===== config.mk =====
export PLATFORM = sky130hd
export DESIGN_NAME = axi_rd_arbiter
export DESIGN_NICKNAME = d
export VERILOG_FILES = /design/src/rtl/axi_rd_pkg.sv /design/src/rtl/arb_grant.sv /design/src/rtl/axi_rd_arbiter.sv
export SDC_FILE = /design/constraint.sdc
export NUM_CORES = 1
export LEC_CHECK = 0
export ABC_CLOCK_PERIOD_IN_PS = 2800
export CELL_PAD_IN_SITES_DETAIL_PLACEMENT = 1
export CELL_PAD_IN_SITES_GLOBAL_PLACEMENT = 2
export CORE_ASPECT_RATIO = 1.1
export CORE_MARGIN = 5
export CORE_UTILIZATION = 18
export DETAILED_ROUTE_END_ITERATION = 10
export PLACE_DENSITY = 0.95
export SLEW_MARGIN = 20
export SYNTH_ARGS = -nofsm -noshare
export SYNTH_HDL_FRONTEND = slang
export SYNTH_SLANG_ARGS = --single-unit

===== constraint.sdc =====
create_clock -name aclk -period 2.8 [get_ports aclk]
set_input_delay 0.56 -clock aclk [delete_from_list [all_inputs] [get_ports aclk]]
set_output_delay 0.56 -clock aclk [all_outputs]
set_load 0.01 [all_outputs]

===== src/rtl/axi_rd_pkg.sv =====
// Shared types and AXI constants for the cache read-channel arbiter.
package axi_rd_pkg;

   typedef enum logic [1:0] {
      ST_IDLE = 2'd0,
      ST_ADDR = 2'd1,
      ST_DATA = 2'd2
   } rd_state_e;

   localparam logic [2:0] RD_BYTE = 3'b000;
   localparam logic [2:0] RD_HALF = 3'b001;
   localparam logic [2:0] RD_WORD = 3'b010;
   localparam logic [2:0] RD_LINE = 3'b100;

   localparam logic [1:0] BURST_INCR = 2'b01;
   localparam logic [2:0] SIZE_WORD  = 3'b010;
   localparam logic [3:0] LEN_LINE   = 4'hf;
   localparam logic [1:0] RESP_OKAY  = 2'b00;

   typedef struct packed {
      logic [3:0]  id;
      logic [31:0] addr;
      logic [3:0]  len;
      logic [2:0]  size;
      logic [1:0]  burst;
   } ar_fields_t;

   // Anything that is not a line read is a single beat sized by type[1:0].
   function automatic ar_fields_t ar_encode(input logic [3:0]  id,
                                            input logic [31:0] addr,
                                            input logic [2:0]  rd_type);
      ar_fields_t f;
      f.id    = id;
      f.addr  = addr;
      f.burst = BURST_INCR;
      if (rd_type == RD_LINE) begin
         f.len  = LEN_LINE;
         f.size = SIZE_WORD;
      end else begin
         f.len  = 4'h0;
         f.size = {1'b0, rd_type[1:0]};
      end
      return f;
   endfunction

endpackage


===== src/rtl/arb_grant.sv =====
// Priority pick between the cache refill requests: dcache first, with a
// saturating count that forces an icache grant after STARVE_MAX dcache wins.
module arb_grant #(
   parameter int STARVE_MAX = 4
) (
   input  logic aclk,
   input  logic aresetn,
   input  logic grant_en,
   input  logic ic_req,
   input  logic dc_req,
   output logic grant_ic,
   output logic grant_dc
);

   localparam int CW = (STARVE_MAX < 1) ? 1 : $clog2(STARVE_MAX + 1);
   localparam logic [CW-1:0] STARVE_LIM = CW'(STARVE_MAX);

   logic [CW-1:0] starve_cnt;
   logic          ic_forced;

   assign ic_forced = ic_req && (starve_cnt == STARVE_LIM);
   assign grant_dc  = dc_req && !ic_forced;
   assign grant_ic  = ic_req && !grant_dc;

   always_ff @(posedge aclk or negedge aresetn) begin
      if (!aresetn) begin
         starve_cnt <= '0;
      end else if (grant_en) begin
         if (grant_ic) begin
            starve_cnt <= '0;
         end else if (grant_dc && ic_req && (starve_cnt != STARVE_LIM)) begin
            starve_cnt <= starve_cnt + 1'b1;
         end
      end
   end

endmodule


===== src/rtl/axi_rd_arbiter.sv =====
// Shares one AXI read channel between the icache and dcache refill ports.
//   state   | meaning
//   IDLE    | no transaction; arbitrate and latch the winner's AR fields
//   ADDR    | arvalid held with stable fields until arready
//   DATA    | rready high; R beats routed to the owner until rlast
module axi_rd_arbiter
   import axi_rd_pkg::*;
#(
   parameter int         STARVE_MAX = 4,
   parameter logic [3:0] ID_ICACHE  = 4'd0,
   parameter logic [3:0] ID_DCACHE  = 4'd1
) (
   input  logic        aclk,
   input  logic        aresetn,

   input  logic        ic_rd_req,
   input  logic [2:0]  ic_rd_type,
   input  logic [31:0] ic_rd_addr,
   output logic        ic_rd_rdy,
   output logic        ic_ret_valid,
   output logic        ic_ret_last,
   output logic [31:0] ic_ret_data,

   input  logic        dc_rd_req,
   input  logic [2:0]  dc_rd_type,
   input  logic [31:0] dc_rd_addr,
   output logic        dc_rd_rdy,
   output logic        dc_ret_valid,
   output logic        dc_ret_last,
   output logic [31:0] dc_ret_data,

   output logic [3:0]  arid,
   output logic [31:0] araddr,
   output logic [3:0]  arlen,
   output logic [2:0]  arsize,
   output logic [1:0]  arburst,
   output logic        arvalid,
   input  logic        arready,

   input  logic [3:0]  rid,
   input  logic [31:0] rdata,
   input  logic [1:0]  rresp,
   input  logic        rlast,
   input  logic        rvalid,
   output logic        rready,

   output logic        rd_err
);

   rd_state_e  state, state_nxt;
   ar_fields_t ar_q;
   logic       owner_ic;
   logic       grant_ic, grant_dc, grant_any;
   logic       ar_hs, r_hs, beat_err;
   logic [3:0] beat_cnt;

   arb_grant #(
      .STARVE_MAX (STARVE_MAX)
   ) u_arb_grant (
      .aclk     (aclk),
      .aresetn  (aresetn),
      .grant_en (state == ST_IDLE),
      .ic_req   (ic_rd_req),
      .dc_req   (dc_rd_req),
      .grant_ic (grant_ic),
      .grant_dc (grant_dc)
   );

   assign grant_any = grant_ic | grant_dc;
   assign ar_hs     = (state == ST_ADDR) && arready;
   assign r_hs      = (state == ST_DATA) && rvalid;

   always_ff @(posedge aclk or negedge aresetn) begin
      if (!aresetn) begin
         state <= ST_IDLE;
      end else begin
         state <= state_nxt;
      end
   end

   always_comb begin
      state_nxt = state;
      case (state)
         ST_IDLE: if (grant_any)       state_nxt = ST_ADDR;
         ST_ADDR: if (arready)         state_nxt = ST_DATA;
         ST_DATA: if (rvalid && rlast) state_nxt = ST_IDLE;
         default:                      state_nxt = ST_IDLE;
      endcase
   end

   always_comb begin
      arvalid      = 1'b0;
      rready       = 1'b0;
      ic_rd_rdy    = 1'b0;
      dc_rd_rdy    = 1'b0;
      ic_ret_valid = 1'b0;
      ic_ret_last  = 1'b0;
      ic_ret_data  = '0;
      dc_ret_valid = 1'b0;
      dc_ret_last  = 1'b0;
      dc_ret_data  = '0;
      case (state)
         ST_ADDR: begin
            arvalid   = 1'b1;
            ic_rd_rdy = arready && owner_ic;
            dc_rd_rdy = arready && !owner_ic;
         end
         ST_DATA: begin
            rready = 1'b1;
            if (owner_ic) begin
               ic_ret_valid = rvalid;
               ic_ret_last  = rvalid && rlast;
               ic_ret_data  = rvalid ? rdata : '0;
            end else begin
               dc_ret_valid = rvalid;
               dc_ret_last  = rvalid && rlast;
               dc_ret_data  = rvalid ? rdata : '0;
            end
         end
         default: ;
      endcase
   end

   // AR fields are captured once at grant so they stay stable through any arready stall.
   always_ff @(posedge aclk or negedge aresetn) begin
      if (!aresetn) begin
         ar_q     <= '0;
         owner_ic <= 1'b0;
      end else if ((state == ST_IDLE) && grant_any) begin
         owner_ic <= grant_ic;
         ar_q     <= grant_ic ? ar_encode(ID_ICACHE, ic_rd_addr, ic_rd_type)
                              : ar_encode(ID_DCACHE, dc_rd_addr, dc_rd_type);
      end
   end

   assign arid    = ar_q.id;
   assign araddr  = ar_q.addr;
   assign arlen   = ar_q.len;
   assign arsize  = ar_q.size;
   assign arburst = ar_q.burst;

   // rlast must coincide exactly with the beat whose index equals arlen.
   assign beat_err = r_hs && ((rid != ar_q.id) ||
                              (rresp != RESP_OKAY) ||
                              (rlast != (beat_cnt == ar_q.len)));

   always_ff @(posedge aclk or negedge aresetn) begin
      if (!aresetn) begin
         beat_cnt <= '0;
      end else if (ar_hs) begin
         beat_cnt <= '0;
      end else if (r_hs) begin
         beat_cnt <= beat_cnt + 1'b1;
      end
   end

   always_ff @(posedge aclk or negedge aresetn) begin
      if (!aresetn) begin
         rd_err <= 1'b0;
      end else if (beat_err) begin
         rd_err <= 1'b1;
      end
   end

endmodule


After elaboration in Yosys (flattened, before gate mapping)
Cells that the tools add are included.

Flip-flop bits (word level): 56. Latch bits: 0. Memory bits (writable): 0. Bits in read-only memories: 0. Input port bits: 115. Memories kept: 0.

$add $sub $neg: 2. Multiply operators: 0. Div/mod/pow operators: 0. Magnitude comparators: 0. Eq/ne operators: 12. Shift-type cells: 0. Multiplexer cells: 28. Bitwise gates (word level): 1. Reduce and logical (&&, ||, !) cells: 23.

Operators with widths (count): $mux 32 (5); $mux 42 (1); $mux 7 (2); $logic_and 1x1->1 (12); $mux 1 (12); $eq 3x3->1 const B (3); $mux 4 (2); $mux 2 (3); $mux 3 (2); $pmux 2 s3 (1); $reduce_bool 2->1 (3); $add 4x1->4 const B (1); $eq 4x4->1 (1); $ne 2x2->1 const B (2); $ne 4x4->1 (1); $add 3x1->3 const B (1); $logic_not 1->1 (3); $ne 3x3->1 const B (1); $reduce_and 3->1 (1); $eq 2x1->1 const B (1); $eq 2x2->1 const B (1); $logic_not 2->1 (1); $logic_or 1x1->1 (2); $ne 2x1->1 const B (1); other kinds (3) (3).

Logic depth before layout (Yosys ltp)
Depth after elaboration: 9. Gate-level depth with buffers: 7.

By module
A second synthesis with hierarchy kept.

Cells, all modules: 287. Area total of the unflattened synthesis: 2772.7 um2.

By module, submodules not included: axi_rd_arbiter (times used 1, cells an instance 265, area an instance 2572.5 um2, sequential area each 1126.1 um2); arb_grant (times used 1, cells an instance 22, area an instance 200.2 um2, sequential area each 75.1 um2).

Worst setup path after synthesis
OpenSTA, ideal clock, no wires.

Kind: input port to output port. Start point: in rvalid. End point: out ic_ret_data[0]. Data arrival time: 1312 ps. Path slack: 928 ps. Stages: 4. Path buffers: 2. Cell sequence: and3b_1 buf_2 clkbuf_1 and3_1.

Word-level cells in the longest chain between the ends: 3.

Ends and longest elaborated chain: from (decl) (RTL line axi_rd_arbiter.sv:44) `input logic rvalid,`; $mux 32 (RTL line axi_rd_arbiter.sv:113) `ic_ret_data = rvalid ? rdata : '0;`; $mux 32 (RTL line axi_rd_arbiter.sv:110) `if (owner_ic) begin`; $mux 32 (RTL line axi_rd_arbiter.sv:102) `case (state)`; to (decl) (RTL line axi_rd_arbiter.sv:22) `output logic [31:0] ic_ret_data,`.

No other way between the ends.

Worst setup path in the final report
Start point: in rvalid. End point: out dc_ret_data[24].

Word-level cells in the longest chain between the ends: 3.

Ends and longest elaborated chain: $mux 32 (RTL line axi_rd_arbiter.sv:117) `dc_ret_data = rvalid ? rdata : '0;`; $mux 32 (RTL line axi_rd_arbiter.sv:110); $mux 32 (RTL line axi_rd_arbiter.sv:102); to (decl) (RTL line axi_rd_arbiter.sv:30) `output logic [31:0] dc_ret_data,`.

No other way between the ends.

==> metrics.txt <==
die width 131 um; clock-pin slew on the worst setup and hold paths 0.08 ns; die area 18,800 sq um; ANT nets after route 0; Core Util, Final 36.1%; Peak VDD IR 0.312 mV; Slew @ Worst Pin 0.590 ns; total CTS buffers 5; GRT overflow 0; total core area 15,800 sq um; CP Data Required Time 2.24 ns; PortBufs 227; crit path DAT 2.16 ns; FMAX 368 MHz; status finished, final reports clean; CP Capture Type output pin; FF-to-FF setup slack 0.94 ns; Post-CTS Hold Buffers 0; final net count 654; DR vias 3,176; Clock Power Share 15.8%; Max Fanout on Critical Path 34; first-pass GRT wire length 19.4 mm; switch share 37.8%; DRC viols 0; Pre-Repair DR Iteration Count 4; buffer depth of the longest clock path 2; Slew Viols, Final 0; Post-synth ARST share 100%; vias in the first global route 3,550; worst clock skew 0.0135 ns; Reg power frac 30.1%; Max Cap Viol 0; Final Hold Viols 0; fin area 5700 sq um; Die Ht 143 um; antenna violations before repair 0; Final Worst Setup Slack 0.0820 ns; critical path class in -> out; Worst-Skew Late Latency 0.30 ns; root buf cell clkbuf_16; vias per inst 4.31; register area 1200 sq um; multi-input logic area 1520 sq um; Cells after Synth 319; type of the worst min-delay path in -> async; sequential-to-total area share from yosys stat 41.3%; Clock Sink Count 48; top_reg_cell synth dfrtp_1; largest net degree at the start of global routing 58; Synth cell types 41; r2r startpoint u_arb_grant.starve_cnt[0]; slew margin rel. 60.7%; Setup-failing EPs final 0; Layout area overhead 95.8%; Tmin final 2.72 ns; Ports 233; HPWL after DPL 10.2 mm; share of layout cells above drive strength 1 5.77%; NetSw 1530 uW; Synth Warn # 0; Post-synth EDFFs 0; drt total wl 12.8 mm; Startpoint Class primary input; total power 4040 uW; WHS 0.0531 ns; fill cell count 1,780; WL/cell 17.3 um; # diodes 0; Int Pwr 2510 uW; All-Layer GR Usage 12.7%; PD cells 708 nW/um^2; gpl congestion 0.738; CTS tree built; DP Area 5360 sq um; fin crit share 97.1%; DRT iter0 DRCs 53; R2R cell count 6; Seq cells post-synth 48; starting density of the core 18.4%; Syn Area/Cell 9.13 sq um; synthesized cell area 2910 sq um; LEAKAGE 0.00360 uW; DP Worst Slack 0.0267 ns; Gate power share 54.1%; Rows 48; Reg2Reg Capture Point arsize[1]; htree depth 2
-- area by class of cell --
class | count | share of cell area, %
Inverter | 6 | 0.395
Tap cell | 200 | 4.39
Multi-Input combinational cell | 237 | 26.7
Clock inverter | 2 | 0.241
Clock buffer | 6 | 2.44
Sequential cell | 48 | 21.1
Timing Repair Buffer | 238 | 44.8
-- state kept, by name, indices dropped and copies added, names as in the netlist --
name,count
owner_ic,1
arsize,2
arlen,1
arid,1
araddr,32
rd_err,1
beat_cnt,4
state,2
arburst,1
u_arb_grant.starve_cnt,3
-- cell usage after synthesis (2+ instances only) --
master,instances,area (sq um)
ha_1,3,37.5
nand3_1,2,10.0
buf_2,9,45.0
inv_1,6,22.5
nand2_1,46,173
a21o_1,2,15.0
o21ai_1,31,155
xnor2_1,2,17.5
buf_8,3,45.0
mux2i_1,34,340
nor2_1,5,18.8
o21ai_0,9,45.0
nor3b_1,2,15.0
clkbuf_1,11,41.3
dfrtp_1,48,1200
and2_1,35,219
nand4_1,3,18.8
a21oi_1,4,20.0
buf_4,8,60.1
and3b_1,2,17.5
and3_1,34,213
-- routing by layer --
layer	GRT usage (%)	up-vias	routed length, um
met4	3.14	0	166
li1	-	1498	-
met1	12.6	1470	4880
met2	23.8	196	6310
met3	6.16	12	1410
met5	0	-	0
-- repair_timing --
item | 4_1_cts | 5_1_grt
gates resized for setup | 0 | 61
setup buffers | 0 | 2
endpoints found under the setup margin | 0 | 52
-- placed cells by master, fill, tap and decap left out, drive strengths merged, types with 2 or more instances in the layout --
cell           synthesis  routed
a21oi                  4       4
nor3b                  2       2
clkbuf                12       7
and3                  34      34
a21o                   2       2
inv                    6       7
nand2                 47      47
conb                   1       5
xnor2                  2       2
nand3                  2       2
buf                   20      11
nor2b                  2       2
o21ai                 40      40
o22ai                  2       2
ha                     3       3
and2                  36      36
nand4                  3       3
mux2i                 34      34
dfrtp                 48      48
dlymetal6s2s           0      59
and3b                  2       2
nor2                   6       6
clkdlybuf4s50          0     167
-- power by group through the flow --
stage	logic [uW]	registers [uW]	clock network, uW
after floorplan	885	1310	0
final	2190	1220	638
after detailed placement	2200	1240	0
after global routing	2390	1270	688
after global placement	2130	1210	0
after CTS	2210	1220	669
-- metrics by stage --
| step | TNS, ns | std cells |
|---|---|---|
| 6_report | 0 | 737 |
| 3_5_place_dp | 0 | 726 |
| 2_1_floorplan | 0 | 323 |
| 5_1_grt | -0.000313 | 737 |
| 4_1_cts | 0 | 734 |
| 3_3_place_gp | 0 | 726 |
-- worst max-delay path by stage --
stage          startpoint               to  slack [ns]  depth (start not counted)
3_3_place_gp       rvalid  ic_ret_data[14]        0.02                          5
5_1_grt            rvalid  dc_ret_data[31]     -0.0003                          6
4_1_cts            rvalid   dc_ret_data[5]        0.03                          6
2_1_floorplan      rvalid   ic_ret_data[0]        0.93                          4
6_report           rvalid  dc_ret_data[24]        0.08                          6
3_5_place_dp       rvalid   dc_ret_data[5]        0.03                          6
-- kinds of logic after synthesis --
logic type	synth area share (%)
and+or+nand+nor	26.9
AOI/OAI and AO/OA	9.93
DFF	41.3
buffers and inverters	7.52
muxes	12.1
adders and majority gates	1.29
xor gates and xnor gates	0.903
other	0.129
-- worst max-delay path, cell delays in order --
cell and delay (ns):
clkdlybuf4s50_1 0.51, nand2_2 0.09, nor2_2 0.13, buf_12 0.18
and2_1 0.15, clkdlybuf4s50_1 0.53
No activity file was read; power rests on OpenSTA's default activity.
